### src/rtl/gaosi_line_pkg.sv
// Shared defaults, counter width and state encoding for the Gaussian line scheduler.
package gaosi_line_pkg;

    localparam int unsigned WIDTH_DEF  = 320;
    localparam int unsigned HEIGHT_DEF = 240;
    localparam int unsigned BORDER_DEF = 2;
    localparam int unsigned CNT_W      = 9;

    typedef enum logic {
        IDLE = 1'b0,
        RUN  = 1'b1
    } state_t;

endpackage

### src/rtl/gaosi_line_scheduler_valid_delay.sv
// DEPTH-stage valid shift register used to line up filter outputs with their
// enables; synchronous flush, asynchronous active-low reset.
module valid_delay
    import gaosi_line_pkg::*;
#(
    parameter int unsigned DEPTH = 2
) (
    input  logic clk,
    input  logic rst_n,
    input  logic flush_i,
    input  logic din_i,
    output logic dout_o
);

    logic [DEPTH-1:0] sr_q;
    logic [DEPTH-1:0] sr_d;

    always_comb begin
        sr_d = '0;
        if (!flush_i) begin
            sr_d[0] = din_i;
            for (int unsigned i = 1; i < DEPTH; i++) begin
                sr_d[i] = sr_q[i-1];
            end
        end
    end

    always_ff @(posedge clk or negedge rst_n) begin
        if (!rst_n) begin
            sr_q <= '0;
        end else begin
            sr_q <= sr_d;
        end
    end

    assign dout_o = sr_q[DEPTH-1];

endmodule

### src/rtl/gaosi_line_scheduler.sv
// Frame sequencer for the Gaussian filter: feeds pixels, realigns filter output,
// assembles rows and hands lines out on valid/ready. Optional macro: FILTER_BORDER_MASK_EN.
module gaosi_line_scheduler
    import gaosi_line_pkg::*;
#(
    parameter int unsigned WIDTH    = WIDTH_DEF,
    parameter int unsigned HEIGHT   = HEIGHT_DEF,
    parameter int unsigned BORDER   = BORDER_DEF,
    parameter int unsigned FILT_LAT = 2
) (
    input  logic             clk,
    input  logic             rst_n,
    input  logic             frame_start,
    input  logic             pix_valid,
    input  logic             pix_in,
    output logic             filt_en,
    output logic             filt_din,
    input  logic             filt_dout,
    output logic             line_valid,
    input  logic             line_ready,
    output logic [WIDTH-1:0] line_data,
    output logic [8:0]       line_row,
    output logic             frame_done,
    output logic             overflow
);

    localparam logic [CNT_W-1:0] LAST_COL = CNT_W'(WIDTH - 1);
    localparam logic [CNT_W-1:0] LAST_ROW = CNT_W'(HEIGHT - 1);
    localparam logic [CNT_W-1:0] ROWS     = CNT_W'(HEIGHT);
    localparam logic [CNT_W-1:0] BORD     = CNT_W'(BORDER);
    localparam logic [CNT_W-1:0] COL_HI   = CNT_W'(WIDTH - BORDER);
    localparam logic [CNT_W-1:0] ROW_HI   = CNT_W'(HEIGHT - BORDER);
`ifdef FILTER_BORDER_MASK_EN
    localparam logic MASK_EN = 1'b1;
`else
    localparam logic MASK_EN = 1'b0;
`endif

    state_t           state_q, state_d;
    logic [CNT_W-1:0] in_col_q, in_col_d, in_row_q, in_row_d;
    logic [CNT_W-1:0] out_col_q, out_col_d, out_row_q, out_row_d;
    logic [WIDTH-1:0] acc_q, acc_d;
    logic             done_q, done_d;
    logic [CNT_W-1:0] done_row_q, done_row_d;
    logic             filt_en_q, filt_en_d, filt_din_q, filt_din_d;
    logic             line_valid_q, line_valid_d;
    logic [WIDTH-1:0] line_data_q, line_data_d;
    logic [CNT_W-1:0] line_row_q, line_row_d;
    logic             frame_done_q, frame_done_d;
    logic             overflow_q, overflow_d;

    logic cap_v;
    logic in_border;
    logic cap_bit;
    logic hs;

    valid_delay #(
        .DEPTH (FILT_LAT)
    ) u_valid_delay (
        .clk     (clk),
        .rst_n   (rst_n),
        .flush_i (frame_start),
        .din_i   (filt_en_q),
        .dout_o  (cap_v)
    );

    assign in_border = (out_col_q < BORD) || (out_col_q >= COL_HI) ||
                       (out_row_q < BORD) || (out_row_q >= ROW_HI);
    assign cap_bit   = filt_dout & ~(in_border & MASK_EN);
    assign hs        = line_valid_q & line_ready;

    always_comb begin
        state_d      = state_q;
        in_col_d     = in_col_q;
        in_row_d     = in_row_q;
        out_col_d    = out_col_q;
        out_row_d    = out_row_q;
        acc_d        = acc_q;
        done_d       = 1'b0;
        done_row_d   = done_row_q;
        filt_en_d    = 1'b0;
        filt_din_d   = filt_din_q;
        line_valid_d = line_valid_q;
        line_data_d  = line_data_q;
        line_row_d   = line_row_q;
        frame_done_d = 1'b0;
        overflow_d   = overflow_q;

        if (frame_start) begin
            state_d      = RUN;
            in_col_d     = '0;
            in_row_d     = '0;
            out_col_d    = '0;
            out_row_d    = '0;
            acc_d        = '0;
            line_valid_d = 1'b0;
        end else begin
            case (state_q)
                RUN: begin
                    // Input side stops once a full frame of pixels has been taken.
                    if (pix_valid && (in_row_q < ROWS)) begin
                        filt_en_d  = 1'b1;
                        filt_din_d = pix_in;
                        if (in_col_q == LAST_COL) begin
                            in_col_d = '0;
                            in_row_d = in_row_q + CNT_W'(1);
                        end else begin
                            in_col_d = in_col_q + CNT_W'(1);
                        end
                    end

                    if (cap_v) begin
                        acc_d[out_col_q] = cap_bit;
                        if (out_col_q == LAST_COL) begin
                            out_col_d  = '0;
                            out_row_d  = out_row_q + CNT_W'(1);
                            done_d     = 1'b1;
                            done_row_d = out_row_q;
                        end else begin
                            out_col_d = out_col_q + CNT_W'(1);
                        end
                    end

                    if (hs) begin
                        line_valid_d = 1'b0;
                        if (line_row_q == LAST_ROW) begin
                            frame_done_d = 1'b1;
                            state_d      = IDLE;
                        end
                    end

                    // Row completed last cycle: acc_q now holds the whole row.
                    if (done_q) begin
                        if (!line_valid_q || line_ready) begin
                            line_valid_d = 1'b1;
                            line_data_d  = acc_q;
                            line_row_d   = done_row_q;
                        end else begin
                            overflow_d = 1'b1;
                        end
                    end
                end
                default: ;
            endcase
        end
    end

    always_ff @(posedge clk or negedge rst_n) begin
        if (!rst_n) begin
            state_q      <= IDLE;
            in_col_q     <= '0;
            in_row_q     <= '0;
            out_col_q    <= '0;
            out_row_q    <= '0;
            acc_q        <= '0;
            done_q       <= 1'b0;
            done_row_q   <= '0;
            filt_en_q    <= 1'b0;
            filt_din_q   <= 1'b0;
            line_valid_q <= 1'b0;
            line_data_q  <= '0;
            line_row_q   <= '0;
            frame_done_q <= 1'b0;
            overflow_q   <= 1'b0;
        end else begin
            state_q      <= state_d;
            in_col_q     <= in_col_d;
            in_row_q     <= in_row_d;
            out_col_q    <= out_col_d;
            out_row_q    <= out_row_d;
            acc_q        <= acc_d;
            done_q       <= done_d;
            done_row_q   <= done_row_d;
            filt_en_q    <= filt_en_d;
            filt_din_q   <= filt_din_d;
            line_valid_q <= line_valid_d;
            line_data_q  <= line_data_d;
            line_row_q   <= line_row_d;
            frame_done_q <= frame_done_d;
            overflow_q   <= overflow_d;
        end
    end

    assign filt_en    = filt_en_q;
    assign filt_din   = filt_din_q;
    assign line_valid = line_valid_q;
    assign line_data  = line_data_q;
    assign line_row   = line_row_q;
    assign frame_done = frame_done_q;
    assign overflow   = overflow_q;

endmodule

### config.mk
export PLATFORM = sky130hd
export DESIGN_NAME = gaosi_line_scheduler
export DESIGN_NICKNAME = d
export VERILOG_FILES = /design/src/rtl/gaosi_line_pkg.sv /design/src/rtl/gaosi_line_scheduler_valid_delay.sv /design/src/rtl/gaosi_line_scheduler.sv
export SDC_FILE = /design/constraint.sdc
export NUM_CORES = 1
export LEC_CHECK = 0
export ABC_AREA = 1
export ABC_CLOCK_PERIOD_IN_PS = 4150
export CORE_UTILIZATION = 40
export DETAILED_ROUTE_END_ITERATION = 16
export GPL_ROUTABILITY_DRIVEN = 1
export PLACE_DENSITY = 0.65
export SYNTH_ARGS = -nofsm -noshare
export SYNTH_HDL_FRONTEND = slang
export SYNTH_SLANG_ARGS = --single-unit
### constraint.sdc
create_clock -name clk -period 4.15 [get_ports clk]
set_input_delay 0.6225 -clock clk [delete_from_list [all_inputs] [get_ports clk]]
set_output_delay 0.6225 -clock clk [all_outputs]
set_load 0.03 [all_outputs]
Word-level counts from Yosys, hierarchy flattened
Cells that the tools add are included.
W data, S select, Z words.

cells by class
  add/sub/neg operators = 4
  multiply operators = 0
  div/mod/pow operators = 0
  magnitude comparators = 3
  eq/ne operators = 3
  shift operators = 0
  mux-type cells = 43
  bitwise gates (word level) = 3
  reduce and logical (&&, ||, !) cells = 17

operator list
  cell                   count
  $mux W320              3
  $bwmux W320            1
  $mux W9                16
  $add A9 B1 Y9 const B  4
  $mux W1                21
  $eq A9 B9 Y1 const B   2
  $reduce_and A4 Y1      3
  $lt A9 B10 Y1 const B  1
  $reduce_bool A2 Y1     5
  $demux W1 S9           1
  $eq A9 B8 Y1 const B   1
  $ge A9 B1 Y1 const B   1
  $lt A9 B8 Y1 const B   1
  $reduce_and A3 Y1      3
  $reduce_and A2 Y1      2
  $logic_and A1 B1 Y1    2
  $mux W2                1
  $not A1 Y1             2
  $and A1 B1 Y1          1
  $logic_not A1 Y1       1
  $logic_or A1 B1 Y1     1

storage, ports and cells
  flip-flop bits (word level) = 703
  bits in latches = 0
  RAM bits = 0
  bits in read-only memories = 0
  bits of input ports = 7
  output and inout port bits = 334
  logic and storage cells = 89
  memories = 0

Longest topological paths before layout
Gate-level depths: netlist of the first run.

  word-level depth = 8
  depth in mapped cells = 10
  depth with buffers taken out = 9

By module
Synthesis of the first run repeated with hierarchy kept, for this count alone.

unflattened totals
  cells, all modules = 3308
  area, all modules = 29067.9 um^2

modules (own cells, without submodules)
  module                times used  cells an instance  area an instance (um^2)  sequential area each (um^2)
  gaosi_line_scheduler  1           3302               29002.8                  17541.8
  valid_delay           1           6                  65.1                     50.0

Worst setup path before layout of the first run
Ideal clock, no wire load.

  kind = input-to-reg
  start = input port line_ready
  end = register line_data_q[298], in the netlist line_data[298]
  library setup time = 0.083 ns
  arrival time = 1.640 ns
  data required time = 4.067 ns
  setup slack = 2.427 ns
  stages = 6
  buffers on the path = 2
  path through = or2_2 nand3_2 buf_2 clkbuf_1 nand2_1 o21ai_0

on the way
  word-level cells in the longest chain between the ends = 2

ends and longest elaborated chain
  what                                line                         RTL
  start: declaration                  gaosi_line_scheduler.sv:20   input logic line_ready,
  $logic_or A1 B1 Y1                  gaosi_line_scheduler.sv:134  if (!line_valid_q || line_ready) begin
  $reduce_and A4 Y1 (no source line)  n/a
  end signal: assignment              gaosi_line_scheduler.sv:177  line_data_q <= line_data_d;
  end: declaration                    gaosi_line_scheduler.sv:47   logic [WIDTH-1:0] line_data_q, line_data_d;

No other way between the ends.
A chain may end at the register's enable or synchronous reset.

Final worst setup path of the first run
  start = register state_q
  end = register out_row_q[2]

on the way
  word-level cells in the longest chain between the ends = 2

ends and longest elaborated chain
  what                                 line                         RTL
  start: declaration                   gaosi_line_scheduler.sv:39   state_t state_q, state_d;
  start signal: assignment             gaosi_line_scheduler.sv:166  state_q <= state_d;
  $reduce_bool A2 Y1 (no source line)  n/a
  $reduce_and A3 Y1 (no source line)   n/a
  end signal: assignment               gaosi_line_scheduler.sv:170  out_row_q <= out_row_d;
  end: declaration                     gaosi_line_scheduler.sv:41   logic [CNT_W-1:0] out_col_q, out_col_d, out_row_q, out_row_d;

No other way between the ends.

==> impl_results.md, run 1 <==
- Crit-path max FO: 20
- WS Path Type: register to register
- Clk Latency, worst-skew pair: 0.62 ns
- Final nets: 3577
- Area Growth Syn to Fin: 23.4%
- CTS tree: yes
- Core ar.: 71700 µm²
- FF-to-FF End: out_row_q[2]
- First-pass DRT Iterations: 5
- Max-slew headroom: 0.186
- EDFF count, synth: 0
- Worst Path Arrival: 3.34 ns
- Largest net degree at the start of global routing: 206
- Final HPWL DP: 56500 µm
- Slack of the worst reg-to-reg path: around 1.3 ns
- Initial core utilization: 0.405
- Congestion Overflow GR: 0
- Share of layout cells above drive strength 1: 0.0602
- Routed WL: 92300 µm
- Hold crit path type: primary input to asynchronous set/reset pin
- Syn Nets: roughly 3300
- Postcts setup bufs: 0
- CTS max path bufs: 3
- Initial antenna violation count: 3
- # clock sinks: between 700 and 800
- Clock Tree Root: clkbuf_16
- PostCTS Resize Cnt: 0
- Vias in the first global route: 22200
- First-pass GRT wire length: 139000 µm
- Detailed Route Iter0 Violations: around 2400
- Crit end category: register
- Synthesized cell area: roughly 29000 µm²
- Post-synth top area cell: dfrtp_1
- Synth cell count leaders: 703 x dfrtp_1, 672 x o21ai_0, 513 x nand2_1
- Total CTS buffers: 76
- Total GRT Usage: 0.249
- GPL Wtd Cong: 0.803
- Area contributors post-synth: dfrtp_1 61%, o21ai_0 12%, nand2_1 6.6%
- Residual DRC: 0
- Crit path launch type: register
- PortBufs: 340
- Worst r2r src: state_q
- RSZ-0062 raised after global routing: false
- # setup viols final: 0
- Most frequent cell after synthesis: dfrtp_1
- Die Width: 272 µm
- Critical Path Start: state_q
- Synth Instances: approximately 3300
- Final period util: 0.695
- Ys Warns: 0
- Setup Total Neg Slack: 0 ns
- Ys flop type: dfrtp_1
- Synth top area share: 0.605
- Via-per-instance ratio: a little over 5
- Minimum clock period: 2.89 ns
- Worst VDD drop: 0.000303 V
- Final hold vios: 0
- Worst setup path endpoint: out_row_q[2]
- Data required time at the worst endpoint: around 4.6 ns
- Vias: 23500
- Count of cell types in the netlist: 30
- Pwr Total: 14300 µW
- Number of I/O pins: around 340
- Clk_skew: about 0.023 ns
- Max_cap viols: 0
- Seq/Total Area, Yosys: 0.605
- Max Freq: between 300 and 400 MHz
- R2R cell count: 6
- Die area: 73700 µm²
- Post-CTS Hold Fix Bufs: 0
- Leak: roughly 0.015 µW
- Pin slew with the least headroom to its limit: between 1 and 1.5 ns
- Pwr Density: 397 nW/µm²
- Htree depth: 3
- Max Slew Vio Count: 0
- Avg Cell Area, Syn: 8.79 µm²
- Die Y: 272 µm
- DRT antenna net count: 0
- Outcome: finished clean
- Post-synth ARST share: 1.00
- Routed wire per std cell: 20.2 µm
- Synth Register Bits: 703
- CTS clock-pin slew for the worst setup and hold paths: roughly 0.06 ns
- # rows: 98
## cells in the final DEF, fill, tap and decap left out, types with 16 or more instances in the layout
cell             netlist  routed
dfrtp_1              703     703
o21ai_0              672     672
nand2_1              513     512
inv_1                409     409
nor2_1               356     356
clkdlybuf4s50_1        0     339
a21oi_1              307     307
clkbuf_16              0      76
nand3_1               55      46
buf_4                  6      30
nor2_2                30      19
clkbuf_1             143      17
nor2_4                 5      16
clkbuf_8               0      16
## logic make-up after synthesis
logic type | Yosys count | share of synthesized area
AO/OA/AOI/OAI | 993 | 0.171
AND/OR/NAND/NOR | 988 | 0.137
flip-flops | 703 | 0.605
buffers and inverters | 614 | 0.0825
adder cells (fa/ha/maj) | 7 | 0.00301
XOR/XNOR | 2 | 0.000603
## worst max-delay path, cell delays in order (launching register included)
cell and delay (ns):
dfrtp_1 0.41, nand2_2 0.20, inv_1 0.28, nand2_2 0.74
nor2_8 0.13, nor2_1 0.75, o21ai_0 0.20
## how the worst min path moves through the flow
stage | from | endpoint | slack (ns) | depth (start not counted)
6_report | rst_n | line_data[153] | 0.03 | 1
2_1_floorplan | rst_n | acc_q[0] | 0.33 | 0
3_5_place_dp | u_valid_delay.sr_q[0] | u_valid_delay.sr_q[1] | 0.45 | 2
3_3_place_gp | u_valid_delay.sr_q[0] | u_valid_delay.sr_q[1] | 0.45 | 2
5_1_grt | rst_n | line_data[153] | 0.08 | 1
4_1_cts | rst_n | line_data[151] | 0.09 | 1
## state kept, by name (all words and copies together), names as in the netlist
| register | cells |
|---|---|
| state_q | 1 |
| in_row_q | 9 |
| filt_din | 1 |
| out_row_q | 9 |
| frame_done | 1 |
| filt_en | 1 |
| acc_q | 320 |
| out_col_q | 9 |
| line_valid | 1 |
| in_col_q | 9 |
| line_data | 320 |
| done_q | 1 |
| u_valid_delay.sr_q | 2 |
| done_row_q | 9 |
| line_row | 9 |
| overflow | 1 |
## area by class of cell
cell class                 instances  area (µm²)
sequential                       703       17600
fill                            6811       35900
inverter                         412        1550
timing repair buffer             380        3830
clock buffer                     109        2190
antenna                            2        5.00
clock inverter                    26         330
multi-input combinational       1990        9180
tap                              950        1190
## report_power, final
group	switching (µW)	internal [µW]	leakage, µW
logic	385	108	0.00405
registers	19.1	6880	0.00980
clock network	2820	4050	0.00124
total	3220	11000	0.0151
## per-stage QoR
step	setup slack (ns)	hold slack, ns	utilization	std cells	instance area, µm²
final	1.26	0.0274	0.500	4572	35900
after global routing	1.14	0.0818	0.500	4570	35900
after CTS	1.38	0.0877	0.500	4570	35900
after detailed placement	0.890	0.449	0.465	4435	33300
after global placement	0.983	0.451	0.465	4435	33300
after floorplan	2.43	0.327	-	3307	29100
## layer usage
metal | wire length [µm] | vias to the layer above | GRT usage
met3 | 7120 | 140 | 0.0462
met2 | 43200 | 889 | 0.392
li1 | - | 11100 | -
met4 | 2590 | 0 | 0.0840
met5 | 0 | - | 0
met1 | 39400 | 11400 | 0.346
No activity file was read; power rests on OpenSTA's default activity.
==> run 2: changes to the inputs <==
--- a/config.mk
+++ b/config.mk
@@ -6,11 +6,11 @@
 export NUM_CORES = 1
 export LEC_CHECK = 0
 export ABC_AREA = 1
-export ABC_CLOCK_PERIOD_IN_PS = 4150
+export ABC_CLOCK_PERIOD_IN_PS = 2550
 export CORE_UTILIZATION = 40
 export DETAILED_ROUTE_END_ITERATION = 16
 export GPL_ROUTABILITY_DRIVEN = 1
-export PLACE_DENSITY = 0.65
+export PLACE_DENSITY = 0.68
 export SYNTH_ARGS = -nofsm -noshare
 export SYNTH_HDL_FRONTEND = slang
 export SYNTH_SLANG_ARGS = --single-unit
==> constraint.sdc (replaced) <==
create_clock -name clk -period 2.55 [get_ports clk]
set_input_delay 0.3825 -clock clk [delete_from_list [all_inputs] [get_ports clk]]
set_output_delay 0.3825 -clock clk [all_outputs]
set_load 0.03 [all_outputs]
==> run 2 against run 1 <==
Effect of this change: global-route usage down 0.21 points; non-clock buffer count up 77; core utilization up 1.1 points; setup slack worse by 0.93 ns; highest routed layer is now met5.
==> impl_results.md, run 2 (synthesis gave the netlist of run 1 again) <==
- Outcome: finished clean
- Clk Latency, worst-skew pair: 0.64 ns
- Postcts setup bufs: 0
- Slowest cell on crit path: clkdlybuf4s50_1
- Logic gate share of total power: 0.036
- Hold crit path type: primary input to asynchronous set/reset pin
- Max Slew Vio Count: 0
- Max_cap viols: 0
- # setup viols final: 0
- CTS max path bufs: 3
- Sw Pwr: 5260 µW
- Pwr Density: 630 nW/µm²
- Pin slew with the least headroom to its limit: 0.679 ns
- Clock Tree Root: clkbuf_16
- Final nets: 3653
- Htree depth: 3
- Final period util: 0.868
- Most frequent cells in the layout: 703 x dfrtp_1, 672 x o21ai_0, 512 x nand2_1
- Crit-path max FO: 2
- Routed WL: 91400 µm
- Routed wire per std cell: 19.7 µm
- Max incr delay on CP: 0.75 ns
- Area Growth Syn to Fin: 26.1%
- Vias in the first global route: roughly 23000
- Clock power frac: 0.477
- Largest net degree at the start of global routing: 171
- Die Y: approximately 270 µm
- PortBufs: 340
- Worst Path Arrival: 1.83 ns
- Initial core utilization: 0.405
- Die area: 73700 µm²
- Number of I/O pins: 341
- Die Width: 272 µm
- Total GRT Usage: 0.247
- Max-slew headroom: 0.548
- Clk_skew: 0.0297 ns
- Buf+Inv Stages, Crit Path: 1
- DRT antenna net count: 0
- Residual DRC: 0
- Met3 usage: 0.0487
- Final HPWL DP: 60900 µm
- GR Layer Usage met2: 0.386
- First-pass DRT Iterations: 5
- Worst VDD drop: about 0.00047 V
- Core ar.: 71700 µm²
- Crit end category: primary output
- Total CTS buffers: 75
- Flop pwr share: 0.486
- GPL Wtd Cong: 0.885
- Vias: 23800
- Setup Total Neg Slack: 0 ns
- Leak: 0.0155 µW
- CTS clock-pin slew for the worst setup and hold paths: ~0.06 ns
- Crit path launch type: register
- WS Path Type: register to primary output
- Met1 GRT Util: 0.336
- Minimum clock period: 2.21 ns
- Data required time at the worst endpoint: 2.17 ns
- Congestion Overflow GR: 0
- Max Freq: 452 MHz
- RSZ-0062 raised after global routing: false
- Detailed Route Iter0 Violations: ~2200
- # clock sinks: around 700
- # rows: 98
- CTS tree: yes
- GR peak layer: met2
- Sw Share: 0.228
- Final Util: 0.511
- Largest delay contributor family on the critical path: buffers and inverters
- Initial antenna violation count: 2
- First-pass GRT wire length: ~140000 µm
- Share of layout cells above drive strength 1: 0.0774
- Final hold vios: 0
- Internal: 17800 µW
- Commonest non-fill, non-tap cell in the layout: dfrtp_1
- Critical-path cell list: clkdlybuf4s50_1
- Via-per-instance ratio: 5.13
[run 2: what timing repair did]
action	in CTS	in global routing
setup endpoints to repair	0	0
hold buffers	1	0
hold endpoints to repair	34	0
gates resized for setup	0	0
[run 2: power groups by stage]
stage | sequential (µW) | clock (µW) | combinational, µW
2_1_floorplan | 11400 | 0 | 337
3_3_place_gp | 11400 | 0 | 844
3_5_place_dp | 11400 | 0 | 847
4_1_cts | 11200 | 11200 | 851
5_1_grt | 11200 | 11600 | 944
6_report | 11200 | 11000 | 840
[run 2: routing by layer]
| layer | wire length [µm] | share of wire |
|---|---|---|
| met1 | 39100 | 0.43 |
| met2 | 42500 | 0.46 |
| met3 | 6150 | 0.067 |
| met4 | 3640 | 0.040 |
| met5 | 25 | 0.00027 |
[run 2: final cells by class]
type	count	area (µm²)
Antenna cell	1	2.50
Clock inverter	19	289
Timing Repair Buffer	457	4630
Inverter	412	1550
Multi-Input combinational cell	1990	9170
Sequential cell	703	17600
Tap cell	950	1190
Clock buffer	115	2210
Fill cell	6665	35100
[run 2: worst paths after layout]
| check | start | to | slack [ns] | depth (start not counted) |
|---|---|---|---|---|
| max in group asynchronous | rst_n | out_col_q[0] | 1.37 | 3 |
| worst min-delay path | rst_n | line_data[144] | 0.30 | 2 |
| min in group clk | pix_in | filt_din | 0.30 | 3 |
| worst min register to register | u_valid_delay.sr_q[0] | u_valid_delay.sr_q[1] | 0.47 | 2 |
| worst max-delay path | line_data[225] | line_data[225] | 0.34 | 1 |
| worst max register to register | state_q | done_row_q[2] | 0.36 | 7 |
[run 2: per-stage QoR]
| step | instances | hold WS (ns) | power (µW) | worst slack, ns | cell area, µm² |
|---|---|---|---|---|---|
| detailed placement | 4511 | 0.370 | 12300 | 0.206 | 34100 |
| global route | 4646 | 0.312 | 23800 | 0.160 | 36600 |
| CTS | 4646 | 0.277 | 23300 | 0.328 | 36600 |
| floorplan | 3307 | 0.0869 | 11800 | 0.863 | 29100 |
| finish | 4647 | 0.296 | 23100 | 0.338 | 36600 |
| global placement | 4511 | 0.382 | 12300 | 0.232 | 34100 |
